### src/rtl/trace_buffer.sv
// Retirement trace buffer: a circular record store that captures around a PC-match
// or forced trigger, then drains the captured window oldest-first over a ready/valid port.
module trace_buffer #(
  parameter int DEPTH       = 16,
  parameter int POST_TRIG   = 4,
  parameter int STOP_CYCLES = 2048,
  parameter int CYC_W       = 16
) (
  input  logic                        clk,
  input  logic                        rst,
  input  logic                        arm,
  input  logic                        trig_en,
  input  logic [31:0]                 trig_pc,
  input  logic                        retire_valid,
  input  logic [31:0]                 retire_pc,
  input  logic [4:0]                  retire_rd,
  input  logic [31:0]                 retire_rd_data,
  input  logic                        retire_branch,
  input  logic                        retire_taken,
  output logic                        rd_valid,
  input  logic                        rd_ready,
  output logic [71+CYC_W-1:0]         rd_data,
  output logic [1:0]                  state,
  output logic                        triggered,
  output logic                        timed_out,
  output logic [$clog2(DEPTH):0]      count
);
  localparam int AW = $clog2(DEPTH);
  // Record holds timestamp, pc, rd, rd_data, branch and taken: 71 + CYC_W bits.
  localparam int RW = 71 + CYC_W;
  localparam logic [1:0] IDLE = 2'b00, ARMED = 2'b01, POST = 2'b10, DONE = 2'b11;

  logic [RW-1:0]    mem [DEPTH];
  logic [AW-1:0]    wptr, wptrNext, rptrNext, postCnt, postNext;
  logic [AW:0]      countNext;
  logic [CYC_W-1:0] cyc, cycNext;
  logic [1:0]       stateNext;
  logic             trigNext, toNext, wrEn, pcHit, tmo;
  logic [RW-1:0]    rec, rdNext;

  assign rec   = {cyc, retire_pc, retire_rd, retire_rd_data, retire_branch, retire_taken};
  assign wrEn  = !arm && retire_valid && (state == ARMED || state == POST);
  assign pcHit = retire_valid && trig_en && (retire_pc == trig_pc);
  assign tmo   = (STOP_CYCLES != 0) && (cyc == CYC_W'(STOP_CYCLES - 1));

  always_comb begin
    stateNext = state;
    countNext = count;
    wptrNext  = wptr;
    postNext  = postCnt;
    trigNext  = triggered;
    toNext    = timed_out;
    cycNext   = cyc;
    if (arm) begin
      stateNext = ARMED;
      countNext = '0;
      wptrNext  = '0;
      cycNext   = '0;
      trigNext  = 1'b0;
      toNext    = 1'b0;
    end else begin
      case (state)
        ARMED, POST: begin
          if (cyc != '1) cycNext = cyc + 1'b1;
          if (retire_valid) begin
            wptrNext = wptr + 1'b1;
            if (count != (AW+1)'(DEPTH)) countNext = count + 1'b1;
          end
          // A PC match wins over a coincident timeout, so timed_out stays low then.
          if (state == ARMED && (pcHit || tmo)) begin
            trigNext = 1'b1;
            toNext   = !pcHit;
            if (POST_TRIG == 0) stateNext = DONE;
            else begin
              stateNext = POST;
              postNext  = AW'(POST_TRIG);
            end
          end else if (state == POST && retire_valid) begin
            postNext = postCnt - 1'b1;
            if (postCnt == AW'(1)) stateNext = DONE;
          end
        end
        DONE: begin
          if (rd_valid && rd_ready) countNext = count - 1'b1;
        end
        default: ;
      endcase
      if (stateNext == DONE && countNext == '0) stateNext = IDLE;
    end
  end

  // Oldest record sits count entries behind the write pointer; forward a same-cycle write.
  always_comb begin
    rptrNext = wptrNext - countNext[AW-1:0];
    rdNext   = (wrEn && wptr == rptrNext) ? rec : mem[rptrNext];
  end

  always_ff @(posedge clk) begin
    if (rst) begin
      state     <= IDLE;
      count     <= '0;
      wptr      <= '0;
      cyc       <= '0;
      postCnt   <= '0;
      triggered <= 1'b0;
      timed_out <= 1'b0;
      rd_valid  <= 1'b0;
    end else begin
      state     <= stateNext;
      count     <= countNext;
      wptr      <= wptrNext;
      cyc       <= cycNext;
      postCnt   <= postNext;
      triggered <= trigNext;
      timed_out <= toNext;
      rd_valid  <= (stateNext == DONE);
    end
  end

  always_ff @(posedge clk) begin
    if (wrEn && !rst) mem[wptr] <= rec;
    rd_data <= rdNext;
  end
endmodule

### config.mk
export PLATFORM = sky130hd
export DESIGN_NAME = trace_buffer
export DESIGN_NICKNAME = d
export VERILOG_FILES = /design/src/rtl/trace_buffer.sv
export SDC_FILE = /design/constraint.sdc
export NUM_CORES = 2
export LEC_CHECK = 0
export ABC_CLOCK_PERIOD_IN_PS = 9500
export CORE_MARGIN = 8
export CORE_UTILIZATION = 45
export DETAILED_ROUTE_END_ITERATION = 16
export GPL_TIMING_DRIVEN = 0
export HOLD_SLACK_MARGIN = 0.06
export PLACE_DENSITY = 0.73
export SYNTH_ARGS = -nofsm -noshare
export SYNTH_HDL_FRONTEND = slang
export SYNTH_SLANG_ARGS = --single-unit
### constraint.sdc
create_clock -name clk -period 9.5 [get_ports clk]
set_clock_uncertainty 0.05 [all_clocks]
set_input_delay 1.425 -clock clk [delete_from_list [all_inputs] [get_ports clk]]
set_output_delay 1.425 -clock clk [all_outputs]
set_load 0.05 [all_outputs]
======== After elaboration in Yosys (flattened, before gate mapping) ========
Memories as Yosys holds them, arrays and structs flattened.
Index checks and enable logic that the tools add are counted.
operators by class
  bitwise gates (word level) .............. 1
  magnitude comparators ................... 0
  add/sub/neg operators ................... 6
  reduce and logical (&&, ||, !) cells .... 22
  multiply operators ...................... 0
  shifts and indexed selects .............. 0
  equality and inequality tests ........... 11
  div/mod/pow operators ................... 0
  mux-type cells .......................... 21
operators by type and width
  kind                                              count
  two-way mux 87 bit                                1
  == test 32 bit                                    1
  two-way mux 4 bit                                 6
  two-way mux 5 bit                                 4
  adder 16 x 1 -> 16 bit, second input constant     1
  == test 16 x 11 -> 1 bit, second input constant   1
  inequality test 16 bit, second input constant     1
  two-way mux 2 bit                                 7
  logical AND 1 bit                                 10
  one-hot mux 5 bit (2 select lines)                1
  == test 2 bit, second input constant              4
  adder 5 x 1 -> 5 bit, second input constant       1
  zero test 5 bit                                   1
  inequality test 5 bit, second input constant      1
  subtractor 5 x 1 -> 5 bit, second input constant  1
  adder 4 x 1 -> 4 bit, second input constant       1
  == test 4 x 1 -> 1 bit, second input constant     1
  == test 4 bit                                     1
  AND reduction 2 bit                               2
  OR reduction 2 bit                                2
  subtractor 4 x 1 -> 4 bit, second input constant  1
  subtractor 4 bit                                  1
  zero test 1 bit                                   3
  AND reduction 3 bit                               1
  other kinds (5)                                   7
storage, ports and cells
  memories kept ........................... 1
  memory bits (writable) .................. 1,392
  latch bits .............................. 0
  input bits .............................. 109
  ROM bits ................................ 0
  register bits after elaboration ......... 121
  logic and storage cells ................. 72
  output and inout bits ................... 97
memories
  memory  depth  width  rd ports  clocked after memory_dff  write ports  line  text
  mem     16     87     1         0                         1            33    logic [RW-1:0] mem [DEPTH];

======== Depth between registers and ports, before layout ========
  depth in word-level cells ............... 12
  mapped depth ............................ 20

======== Worst setup path after synthesis ========
No wires, ideal clock.
  path type ............................... input to register
  start ................................... input rst
  end ..................................... memory mem[3][0] (netlist name), enable pin
  cell stages on the path ................. 4
  path buffers ............................ 1
  slack ................................... 0.914 ns
  arrival time ............................ 7.897 ns
  path through ............................ clkbuf_1 -> nor2_1 -> nand3_1 -> nor3_1
between the ends
  word-level cells in the longest chain between the ends .. 4
RTL lines
  element                                  line  text
  from (decl)                              10    input logic rst,
  zero test 1 bit                          121   if (wrEn && !rst) mem[wptr] <= rec;
  logical AND 1 bit                        121
  two-way mux 1 bit                        121
  two-way mux 1 bit (not written as such)  121
  to (decl)                                33
Every way passes these cells.

======== Final worst setup path ========
  start ................................... input retire_valid
  end ..................................... register rd_data[80]
between the ends
  word-level cells in the longest chain between the ends .. 8
RTL lines
  element                                                                            line  text
  from (decl)                                                                        14    input logic retire_valid,
  two-way mux 5 bit *                                                                65    if (retire_valid) begin
  one-hot mux 5 bit (2 select lines) *                                               62    case (state)
  two-way mux 5 bit *                                                                54    if (arm) begin
  two-way mux 4 bit *                                                                54
  net countNext[0]                                                                   35    logic [AW:0] countNext;
  subtractor 4 bit *                                                                 94    rptrNext = wptrNext - countNext[AW-1:0];
  parallel branches: the longest is 2 deep, another holds memory read (16 x 87 bit)  n/a
  two-way mux 87 bit *                                                               95    rdNext = (wrEn && wptr == rptrNext) ? rec : mem[rptrNext];
  net rdNext[80]                                                                     39    logic [RW-1:0] rec, rdNext;
  to (signal assigned)                                                               122   rd_data <= rdNext;
  to (decl)                                                                          22    output logic [71+CYC_W-1:0] rd_data,
Mark *: on every way through the listed nets, which the timed path passes. The select of a mux whose other input is x is not followed.
A chain may end at the register's enable or synchronous reset.

==> summary.md <==
| Metric | Value |
|---|---|
| Leading cell type in the layout, fill and taps excluded | `edfxtp_1` |
| Max-cap violations | `1` |
| Met2 GRT Util | `35.3%` |
| Post-DP HPWL | `106000 um` |
| Total power | `14.3 mW` |
| Final hold violation count | `0` |
| Tmin final | `7.97 ns` |
| Htree depth | `4` |
| GR peak layer | `met2` |
| Critical path class | `input pin to flop` |
| Yosys cell types | `57` |
| Critical path peak fanout | `10` |
| Root Buffer | `clkbuf_16` |
| Status | `finished, violations left` |
| Number of global-route vias before repair | `35300` |
| Boundary Pins | `206` |
| Area after DPL | `66200 sq um` |
| Synth Area per Inst | `19.1 sq um` |
| Initial core utilization | `45.2%` |
| Async SR Flop Fraction | `0%` |
| Finish-stage setup viols | `0` |
| Die H | `384 um` |
| Setup crit end kind | `flop` |
| Overall Global Routing Usage | `21.8%` |
| Core Area | `135000 sq um` |
| Number of port buffers | `204` |
| CP required | `10.04 ns` |
| Pre-CTS setup slack | `0.684 ns` |
| Syn Nets | `3331` |
| Crit path arrival time | `8.51 ns` |
| Via density | `6.33` |
| Drt initial violations | `4212` |
| Average wire per standard cell | `29.8 um` |
| Drt total wl | `164000 um` |
| Hold Path Depth | `2` |
| Largest net degree at the start of global routing | `50` |
| Seq/Total Area, Yosys | `72.4%` |
| Clk sinks | `1513` |
| DRT Pass-1 Iters | `6` |
| Post-synth top area cell | `edfxtp_1` |
| FMAX | `0.125 GHz` |
| Hold path endpoint | `postCnt[3]` |
| Top cells by area, synth | `edfxtp_1 (68%), mux4_2 (13%), dfxtp_1 (4.0%), a211oi_1 (2.1%), and3_1 (1.8%)` |
| Global placement routability congestion | `0.816` |
| GR Util met3 | `6.10%` |
| RSZ-0062 raised after global routing | `false` |
| Die area | `148000 sq um` |
| Initial antenna violation count | `11` |
| Failing checks | `max-capacitance violations, max-slew violations` |
| RR Endpoint | `rd_data[80]` |
| EDFF count, synth | `1392` |
| Worst Setup Start Kind | `input pin` |
| Nets | `3737` |
| Top-area cell type share of the netlist area | `68.5%` |
| DR DRC count | `0` |
| Post-CTS setup buffers | `0` |
| Synth Instances | `3204` |
| Max-slew violation count | `10` |
| Clock tree from TritonCTS | `done` |
| Final Cycle Share | `83.9%` |
| Slew @ Worst Pin | `1.50 ns` |
| R2r worst-path depth | `18` |
| Via count | `34900` |
| Met1 usage | `28.0%` |
| Core Rows | `135` |
| FF-to-FF Start | `state[0]` |
| Max clock buf depth | `3` |
| Final instance area | `71300 sq um` |
| Maximum vdd drop | `0.000160 V` |
| Min-delay src | `postCnt[3]` |
| Post-Syn Area | `61100 sq um` |
| Min-delay worst type | `flop to flop` |
| Die X | `384 um` |
| CTS buffer count | `155` |
| Share of layout cells above drive strength 1 | `21.0%` |
| Yosys reg bits | `1513` |
| Slew HR | `-0.0968%` |
| Worst skew pair latency | `0.79 ns` |
| Final antenna-violating net count | `0` |
| First-pass GRT wire length | `237000 um` |
| # resized after CTS | `0` |
| P_leak | `22.2 nW` |
| Clock transition at path regs | `0.06 ns` |
| Most used DFF post-synth | `edfxtp_1` |
| R2R setup slack | `2.23 ns` |
| Setup ws final | `1.53 ns` |
| Area grow syn2layout | `16.7%` |
| Warnings, synthesis | `0` |
| Power per Cell Area | `201 nW/um^2` |
| Final-layout fill cell count | `10400` |
| Hold-fix buffers, CTS | `0` |
| Remaining Overflow, GRT | `0` |
| Most frequent cells in the layout | `edfxtp_1 (1392), mux4_2 (347), clkbuf_1 (244)` |
## state kept, by name (all words and copies together), names as in the netlist
register,cells
mem,1392
rd_data,87
cyc,16
count,5
postCnt,4
wptr,4
state,2
rd_valid,1
timed_out,1
triggered,1
## final cells by class
cell class / instances / area (sq um) / area share [%]
clock buffer: 203 / 4250 / 5.96
clock inverter: 76 / 736 / 1.03
tap: 1781 / 2230 / 3.13
timing repair buffer: 249 / 2890 / 4.05
sequential: 1513 / 44200 / 62.1
multi-input combinational: 1421 / 15800 / 22.2
buffer: 253 / 1030 / 1.45
inverter: 17 / 63.8 / 0.0896
antenna: 7 / 17.5 / 0.0246
## synth_stat cells, types with 3 or more instances
cell type	n
nand3_1	17
nor4_1	11
inv_1	16
xnor2_1	12
or3_1	5
mux2_2	92
nor3_1	12
xor2_1	38
or4_1	4
o41ai_1	57
o41ai_2	30
a21o_1	3
or2_2	3
buf_1	3
and2_1	15
nor2_1	43
ha_1	17
a31oi_1	4
edfxtp_1	1392
nand2_1	24
mux4_2	347
dfxtp_1	121
o21ai_0	9
buf_6	5
nand4_1	97
mux2i_1	3
buf_2	31
and3_1	178
a21oi_1	21
clkbuf_1	214
a211oi_1	174
o22ai_1	175
nand2b_1	3
## worst max-delay path by stage
| stage | from | end | slack (ns) | cells after the start |
|---|---|---|---|---|
| after floorplan | rst | mem[3][0] | 0.91 | 4 |
| after global placement | retire_valid | mem[3][31] | -6.55 | 5 |
| after detailed placement | retire_valid | rd_data[80] | 0.68 | 17 |
| after CTS | retire_valid | rd_data[80] | 1.51 | 17 |
| after global routing | retire_valid | rd_data[80] | 1.42 | 17 |
| final | retire_valid | rd_data[80] | 1.53 | 17 |
## routing by layer
layer / part of all wire, % / wire (um)
met1: 37 / 61100
met2: 48 / 78200
met3: 11 / 18000
met4: 4.3 / 7120
met5: 0.021 / 35
## critical path: stages
cell and delay, ns:
clkdlybuf4s50_1 0.94, and2_1 0.22, clkbuf_1 0.35, a32oi_1 0.11, nor3_1 0.23, a21oi_1 0.10, nor2_1 0.15, ha_1 0.19
inv_1 0.05, fa_1 0.47, clkbuf_1 0.79, clkbuf_1 1.16, clkbuf_1 0.71, mux4_2 0.37, o22ai_1 0.08, mux2_2 0.30
o41ai_1 0.81
## cells by family (layout without fill, tap and decap cells)
family          after synthesis  in the layout  synth area share (%)
flops                      1513           1513                  72.4
compound gates              489            489                  6.10
mux                         442            442                  14.5
simple gates                422            422                  4.04
buf+inv                     270            798                  1.78
xor+xnor                     50             50                 0.717
fa+ha+maj                    18             18                 0.381
other cells                   0              7                     0
## stage by stage
step | utilization [%] | cells | setup TNS [ns] | hold slack [ns]
2_1_floorplan | - | 3204 | 0 | 0.418
3_3_place_gp | 48.3 | 5189 | -1059.70 | 0.432
3_5_place_dp | 49.0 | 5234 | 0 | 0.451
4_1_cts | 52.7 | 5513 | 0 | 0.457
5_1_grt | 52.7 | 5514 | 0 | 0.481
6_report | 52.7 | 5520 | 0 | 0.460
## power by group
part | internal (mW) | switching, mW
sequential | 7.30 | 0.0221
clock | 3.43 | 2.55
combinational | 0.391 | 0.623
(Power assumes the default switching activity.)
